--- config.mk ---
export PLATFORM = sky130hd
export DESIGN_NAME = song_sequencer
export DESIGN_NICKNAME = d
export VERILOG_FILES = /design/src/rtl/song_sequencer.sv
export SDC_FILE = /design/constraint.sdc
export NUM_CORES = 1
export LEC_CHECK = 0
export ABC_AREA = 1
export BUFFER_PORTS_ARGS = -buffer_cell sky130_fd_sc_hd__buf_2
export CAP_MARGIN = 10
export CORE_MARGIN = 4
export CORE_UTILIZATION = 45
export CTS_CLUSTER_DIAMETER = 100
export DETAILED_ROUTE_END_ITERATION = 12
export PLACE_DENSITY = 0.64
export SETUP_SLACK_MARGIN = 0.1
export SYNTH_ARGS = -nofsm -noshare
export SYNTH_HDL_FRONTEND = slang
export SYNTH_SLANG_ARGS = --single-unit
--- constraint.sdc ---
create_clock -name clk -period 2.9 [get_ports clk]
set_input_delay 0.29 -clock clk [delete_from_list [all_inputs] [get_ports clk]]
set_output_delay 0.29 -clock clk [all_outputs]
set_load 0.03 [all_outputs]
--- src/rtl/song_sequencer.sv ---
// Song sequencer: steps through a note ROM and drives a tone generator's half-period and enable.
// Optional feature macro SONG_SEQUENCER_LOOP_EN replays the song endlessly instead of idling.
module song_sequencer #(
    parameter int unsigned ADDR_W   = 7,
    parameter int unsigned PER_W    = 15,
    parameter int unsigned TICK_DIV = 20910
) (
    input  logic              clk,
    input  logic              rst_n,
    input  logic              start,
    input  logic              stop,
    input  logic              pause,
    output logic              rom_rd,
    output logic [ADDR_W-1:0] rom_addr,
    input  logic [31:0]       rom_data,
    output logic [PER_W-1:0]  half_period,
    output logic              tone_en,
    output logic              busy,
    output logic              done
);

    localparam int unsigned      PRE_W    = (TICK_DIV > 1) ? $clog2(TICK_DIV) : 1;
    localparam logic [PRE_W-1:0] PRE_LAST = PRE_W'(TICK_DIV - 1);

    typedef enum logic [1:0] {
        StIdle,
        StFetch,
        StWait,
        StPlay
    } state_e;

    state_e             state_q, state_d;
    logic [ADDR_W-1:0]  addr_q, addr_d;
    logic [PRE_W-1:0]   pre_q, pre_d;
    logic [14:0]        tick_q, tick_d;
    logic [14:0]        dur_q, dur_d;
    logic [PER_W-1:0]   per_q, per_d;
    logic [31:0]        word_q, word_d;
    logic               held_q, held_d;
    logic               done_q, done_d;
    logic [31:0]        word;
    logic               song_end;
    logic               unused_rsvd;

    // ROM data is only valid the cycle after the read, so keep a copy if WAIT is paused.
    assign word        = held_q ? word_q : rom_data;
    assign unused_rsvd = word[15];

    always_ff @(posedge clk or negedge rst_n) begin
        if (!rst_n) begin
            state_q <= StIdle;
            addr_q  <= '0;
            pre_q   <= '0;
            tick_q  <= '0;
            dur_q   <= '0;
            per_q   <= '0;
            word_q  <= '0;
            held_q  <= 1'b0;
            done_q  <= 1'b0;
        end else begin
            state_q <= state_d;
            addr_q  <= addr_d;
            pre_q   <= pre_d;
            tick_q  <= tick_d;
            dur_q   <= dur_d;
            per_q   <= per_d;
            word_q  <= word_d;
            held_q  <= held_d;
            done_q  <= done_d;
        end
    end

    always_comb begin
        state_d  = state_q;
        addr_d   = addr_q;
        pre_d    = pre_q;
        tick_d   = tick_q;
        dur_d    = dur_q;
        per_d    = per_q;
        word_d   = word_q;
        held_d   = held_q;
        done_d   = 1'b0;
        song_end = 1'b0;

        if (stop) begin
            state_d = StIdle;
            held_d  = 1'b0;
        end else begin
            case (state_q)
                StIdle: begin
                    if (start) begin
                        addr_d  = '0;
                        state_d = StFetch;
                    end
                end
                StFetch: begin
                    if (!pause) begin
                        state_d = StWait;
                    end
                end
                StWait: begin
                    if (pause) begin
                        if (!held_q) begin
                            word_d = rom_data;
                            held_d = 1'b1;
                        end
                    end else begin
                        held_d = 1'b0;
                        if (word[31]) begin
                            song_end = 1'b1;
                        end else if (word[30:16] == '0) begin
                            addr_d  = addr_q + ADDR_W'(1);
                            state_d = StFetch;
                        end else begin
                            per_d   = PER_W'(word[14:0]);
                            dur_d   = word[30:16];
                            pre_d   = '0;
                            tick_d  = '0;
                            state_d = StPlay;
                        end
                    end
                end
                StPlay: begin
                    if (!pause) begin
                        if (pre_q == PRE_LAST) begin
                            pre_d = '0;
                            if (tick_q == dur_q - 15'd1) begin
                                if (addr_q == '1) begin
                                    song_end = 1'b1;
                                end else begin
                                    addr_d  = addr_q + ADDR_W'(1);
                                    state_d = StFetch;
                                end
                            end else begin
                                tick_d = tick_q + 15'd1;
                            end
                        end else begin
                            pre_d = pre_q + PRE_W'(1);
                        end
                    end
                end
                default: state_d = StIdle;
            endcase

            if (song_end) begin
                done_d = 1'b1;
`ifdef SONG_SEQUENCER_LOOP_EN
                addr_d  = '0;
                state_d = StFetch;
`else
                state_d = StIdle;
`endif
            end
        end
    end

    assign rom_rd      = (state_q == StFetch) && !pause && !stop;
    assign rom_addr    = addr_q;
    assign half_period = per_q;
    assign tone_en     = (state_q == StPlay) && (per_q != '0) && !pause;
    assign busy        = (state_q != StIdle);
    assign done        = done_q;

endmodule

## Yosys cells after proc, flatten, opt, wreduce, memory -nomap -nowiden

Cells that the tools add are included.

- Register bits: 103
- Input port bits: 37
- Output and inout port bits: 26
- Word-level logic and storage cells: 108

- Add/sub/neg operators: 4
- Equal/unequal tests: 24
- Mux-type cells: 45
- Bitwise logic cells: 5
- Reduce and logical (&&, ||, !) cells: 20

Operators by type and width:

| kind | number |
|---|---|
| 15-bit two-way mux | 8 |
| 15-bit case mux with 2 select lines | 2 |
| 7-bit two-way mux | 8 |
| 32-bit two-way mux | 1 |
| 15-bit by 1-bit adder with 15-bit output (second input constant) | 2 |
| 2-bit two-way mux | 11 |
| 7-bit case mux with 3 select lines | 1 |
| 2-bit inequality test (second input constant) | 10 |
| 4-bit by 3-bit inequality test with 1-bit output (second input constant) | 5 |
| 8-bit AND reduction | 2 |
| 15-bit equality test | 1 |
| 15-bit equality test (second input constant) | 1 |
| 15-bit logical NOT | 1 |
| 15-bit nonzero test | 1 |
| 15-bit by 1-bit subtractor with 15-bit output (second input constant) | 1 |
| 1-bit two-way mux | 12 |
| 4-bit inequality test (second input constant) | 3 |
| 10-bit AND reduction | 1 |
| 2-bit case mux with 4 select lines | 1 |
| 7-bit by 1-bit adder with 7-bit output (second input constant) | 1 |
| 7-bit equality test (second input constant) | 1 |
| 6-bit AND reduction | 1 |
| 2-bit nonzero test | 3 |
| 1-bit NOT | 5 |
| 10 further kinds | 15 |

## Logic depth before layout (Yosys ltp)

- Word-level depth: 9
- Gate-level depth with buffers: 19
- Gate-level depth less buffers: 19

## Least setup slack after synthesis

No wires, ideal clock.

- Path type: reg2reg
- From: register dur_q[0]
- To: register addr_q[3], in the netlist rom_addr[3]
- Setup time: 0.128 ns
- Arrival: 2.053 ns
- Data required time: 2.772 ns
- Slack: 0.719 ns
- Cell stages (with the launch flop): 16
- Path buffers: 1
- Period minus slack after synthesis: 2.181 ns
- Cells stage by stage: dfrtp_1 > inv_1 > ha_1 > nand3_2 > nor2_2 > nand2_1 > nand2_1 > nand2_1 > nor2_1 > nand2_1 > nor2_1 > nand3_1 > nand2_1 > and3_2 > buf_6 > o21ai_0

- Cells in the longest elaborated chain, start to end: 4

Ends and longest elaborated chain:

| what | line | text |
|---|---|---|
| start, declared | 36 | `logic [14:0] dur_q, dur_d;` |
| start signal, assigned | 65 | `dur_q <= dur_d;` |
| 15-bit by 1-bit subtractor with 15-bit output | 127 | `if (tick_q == dur_q - 15'd1) begin` |
| 15-bit equality test | 127 |  |
| 2-bit inequality test (no line) | n/a |  |
| 10-bit AND reduction (no line) | n/a |  |
| end signal, assigned | 62 | `addr_q <= addr_d;` |
| end, declared | 33 | `logic [ADDR_W-1:0] addr_q, addr_d;` |

No other way between the ends.
A chain may end at the register's enable or synchronous reset.

## Worst setup path after layout

- From: register dur_q[0]
- To: register addr_q[0], in the netlist rom_addr[0]

The elaborated chain is that of the path after synthesis.

==> summary.md <==
| Metric | Value |
|---|---|
| Hold_ws | 0.233 ns |
| Max-slew violations | 0 |
| Post-synth top flop | dfrtp_1 |
| Top post-synthesis cells by area | dfrtp_1 (43%), nand2_1 (14%), o21ai_0 (6.8%) |
| CTS tree | done |
| Logic pwr share | 0.344 |
| # fillers | roughly 1200 |
| Worst hold stages | 2 |
| Seq/Total Area, Yosys | 0.431 |
| Port bufs | 61 |
| Post-synth top cells | nand2_1 (217), inv_1 (104), dfrtp_1 (102) |
| Startpoint types | flip-flop |
| Switching part of the total | 0.398 |
| Initial antenna violation count | 0 |
| YS warnings | 0 |
| Slowest stage cell, crit path | dfrtp_1 |
| Clock Path Buffers | 2 |
| Area leader, netlist | dfrtp_1 |
| Clk_skew | 0.00754 ns |
| RSZ-0062 raised after global routing | false |
| Critical Path Max Stage Delay | 0.37 ns |
| Worst min path class | input pin to flip-flop |
| DRT Pass-1 Iters | 5 |
| Post-route ant nets | 0 |
| H-tree levels | 3 |
| Layout area overhead | 13.9% |
| First-pass GRT wire length | roughly 23000 um |
| Final Hold Viols | 0 |
| Row count | 41 |
| Critical Path, Cell by Cell | inv_1 > ha_1 > nand3_2 > o21ai_0 > nand2_1 > nand2_1 > and2_1 > nand2_1 > nor2_1 > nand3_1 > nand2_1 > and3_4 > nand3_1 > o21ai_0 |
| Period utilization | 0.867 |
| Reg power frac | 0.433 |
| Slew margin rel. | 0.567 |
| CP top delay family | simple AND/OR/NAND/NOR gates |
| Clock period minus final worst setup slack | 2.51 ns |
| Max Clk Rate | a little under 400 MHz |
| Latest clock arrival within the worst-skew pair | between 0.3 and 0.4 ns |
| Leak pwr | approximately 3.2 nW |
| Setup_tns | 0 ns |
| CTS buffer count | 9 |
| R2R Setup Slk | 0.39 ns |
| #FFs+latches synth | just over 100 |
| CP endpoint kind | flip-flop |
| Top cell type's share of synthesized area | 0.431 |
| Reg area | 0.00255 mm^2 |
| # Post-CTS Setup Buffers | 0 |
| Die H | 123 um |
| Yosys cell types | 45 |
| Iteration-0 DRC Markers | 343 |
| Nets | 907 |
| Root Driver | clkbuf_16 |
| P per Cell Area | ~760 mW/mm^2 |
| Critical path fanouts, max | 14 |
| Post-synthesis cell count | around 800 |
| Tot Pwr | between 0.005 and 0.006 W |
| Ant diodes | 0 |
| CP most frequent cell | nand2_1 |
| Critical path data required time | 3.17 ns |
| Number of enable flip-flop cells after synthesis | 0 |
| Outcome | completed |
| Slew @ Worst Pin | between 0.6 and 0.7 ns |
| Dpl ws | 0.284 ns |
| DIE AREA | 0.0151 mm^2 |
| Async set or reset register ratio after synthesis | 1.00 |
| Max IR drop VDD | around 0.00043 V |
| IO Count | 63 |
| Reg2reg end | rom_addr[0] |
| DP Area | 0.00644 mm^2 |
| GRT overflow | 0 |
| Clock-pin slew on the worst setup and hold paths | approximately 0.070 ns |
| HPWL after DPL | 10300 um |
| Final worst slack | 0.386 ns |
| WL final | 13900 um |
| Largest net degree at the start of global routing | 56 |
| Via count | 5272 |
| Share of cells above drive strength 1 | 0.123 |
| Die Wd | 123 um |
| Sw Pwr | 0.00205 W |
| Mapped Area | a little under 0.006 mm^2 |
| Final instance area | 0.00674 mm^2 |
| Clock Sinks | 102 |
| Int Pwr | 0.00310 W |
| Multi-input gate area | 0.00286 mm^2 |
| FF-to-FF Start | dur_q[0] |
| Vias in the first global route | 4921 |
| Initial core utilization | 0.464 |
| Gpl congestion | 0.870 |
| Core box area | 0.0128 mm^2 |
| Hold EP | done |
| Vias/cell | 5.09 |
| CP Class | flip-flop to flip-flop |
| Mapped Nets | about 850 |
| # Max-Cap Violations | 0 |
| Avg Synthesized Cell Area | 7.42 um^2 |
| CP arrival | 2.79 ns |
| Clock group share of total power | 0.223 |
| Wirelength per Cell | 13.4 um |
| CP Buf/Inv Count | 1 |
| Setup Viol. Count Final | 0 |
| Most frequent cell after synthesis | nand2_1 |
| Min-delay src | stop |
| Post-route DRC | 0 |
| Total GRT Usage | 0.196 |
| R2R cell count | 14 |
==> placed cells by master (no fill, tap or decap), types with 14 or more instances in the layout <==
master and instances:
buf_2 60, nand2_1 217, a21oi_1 19, nand3_1 39, xor2_1 14, o21ai_0 79
inv_1 104, nor3_1 20, nand4_1 17, dfrtp_1 102, o21ai_1 20, nor2_1 65
==> worst register-to-register path, delay by kind of cell (launching register included) <==
family	cells	cell delay (ns)
compound gates	2	0.37
fa+ha+maj	1	0.22
buf+inv	1	0.13
flops	1	0.37
simple gates	10	1.32
==> cell type report <==
| type | count | area share |
|---|---|---|
| tap | 172 | 0.0319 |
| sequential | 102 | 0.378 |
| inverter | 108 | 0.0609 |
| timing repair buffer | 73 | 0.0636 |
| clock buffer | 11 | 0.0360 |
| multi-input combinational | 566 | 0.424 |
| clock inverter | 4 | 0.00482 |
==> cells by family after synthesis <==
logic type / count (synthesis) / synth area share
adders and majority gates: 10 / 0.0211
buffers and inverters: 130 / 0.0896
muxes: 10 / 0.0169
DFF: 102 / 0.431
AOI/OAI and AO/OA: 132 / 0.120
and+or+nand+nor: 396 / 0.292
xor gates and xnor gates: 18 / 0.0289
==> what timing repair did <==
item | CTS | global route
hold buffers | 1 | 0
endpoints found under the hold margin | 47 | 0
gates resized for setup | 0 | 8
setup endpoints to repair | 0 | 25
==> worst max path at each step <==
stage / from / end / cells past startpoint
floorplan: dur_q[0] / rom_addr[3] / 15
global placement: held_q / tick_q[2] / 13
detailed placement: dur_q[0] / rom_addr[0] / 15
CTS: held_q / tick_q[2] / 15
global route: dur_q[0] / rom_addr[0] / 15
finish: dur_q[0] / rom_addr[0] / 14
==> per-stage QoR <==
stage / cells / utilization
finish: 1036 / 0.528
global route: 1036 / 0.528
CTS: 1036 / 0.526
detailed placement: 1020 / 0.504
global placement: 1020 / 0.504
floorplan: 798 / -
==> flip-flops by register name, summed over array words and instances (netlist names) <==
name and flops:
word_q 31, held_q 1, state_q 2, tick_q 15, dur_q 15, half_period 15, pre_q 15, done 1
rom_addr 7
==> power groups by stage <==
stage	combinational (W)	sequential, W	clock [W]
after floorplan	0.00127	0.00224	0
after global placement	0.00169	0.00223	0
after detailed placement	0.00176	0.00224	0
after CTS	0.00178	0.00222	0.00117
after global routing	0.00204	0.00229	0.00124
final	0.00178	0.00223	0.00115
==> layer usage <==
layer,vias to the layer above,global-route usage,part of all wire,routed length [um]
li1,2701,-,-,-
met1,2455,0.268,0.46,6440
met2,100,0.310,0.48,6620
met3,16,0.0442,0.042,580
met4,0,0.0630,0.017,235
met5,-,0,0,0
(Power assumes the default switching activity.)
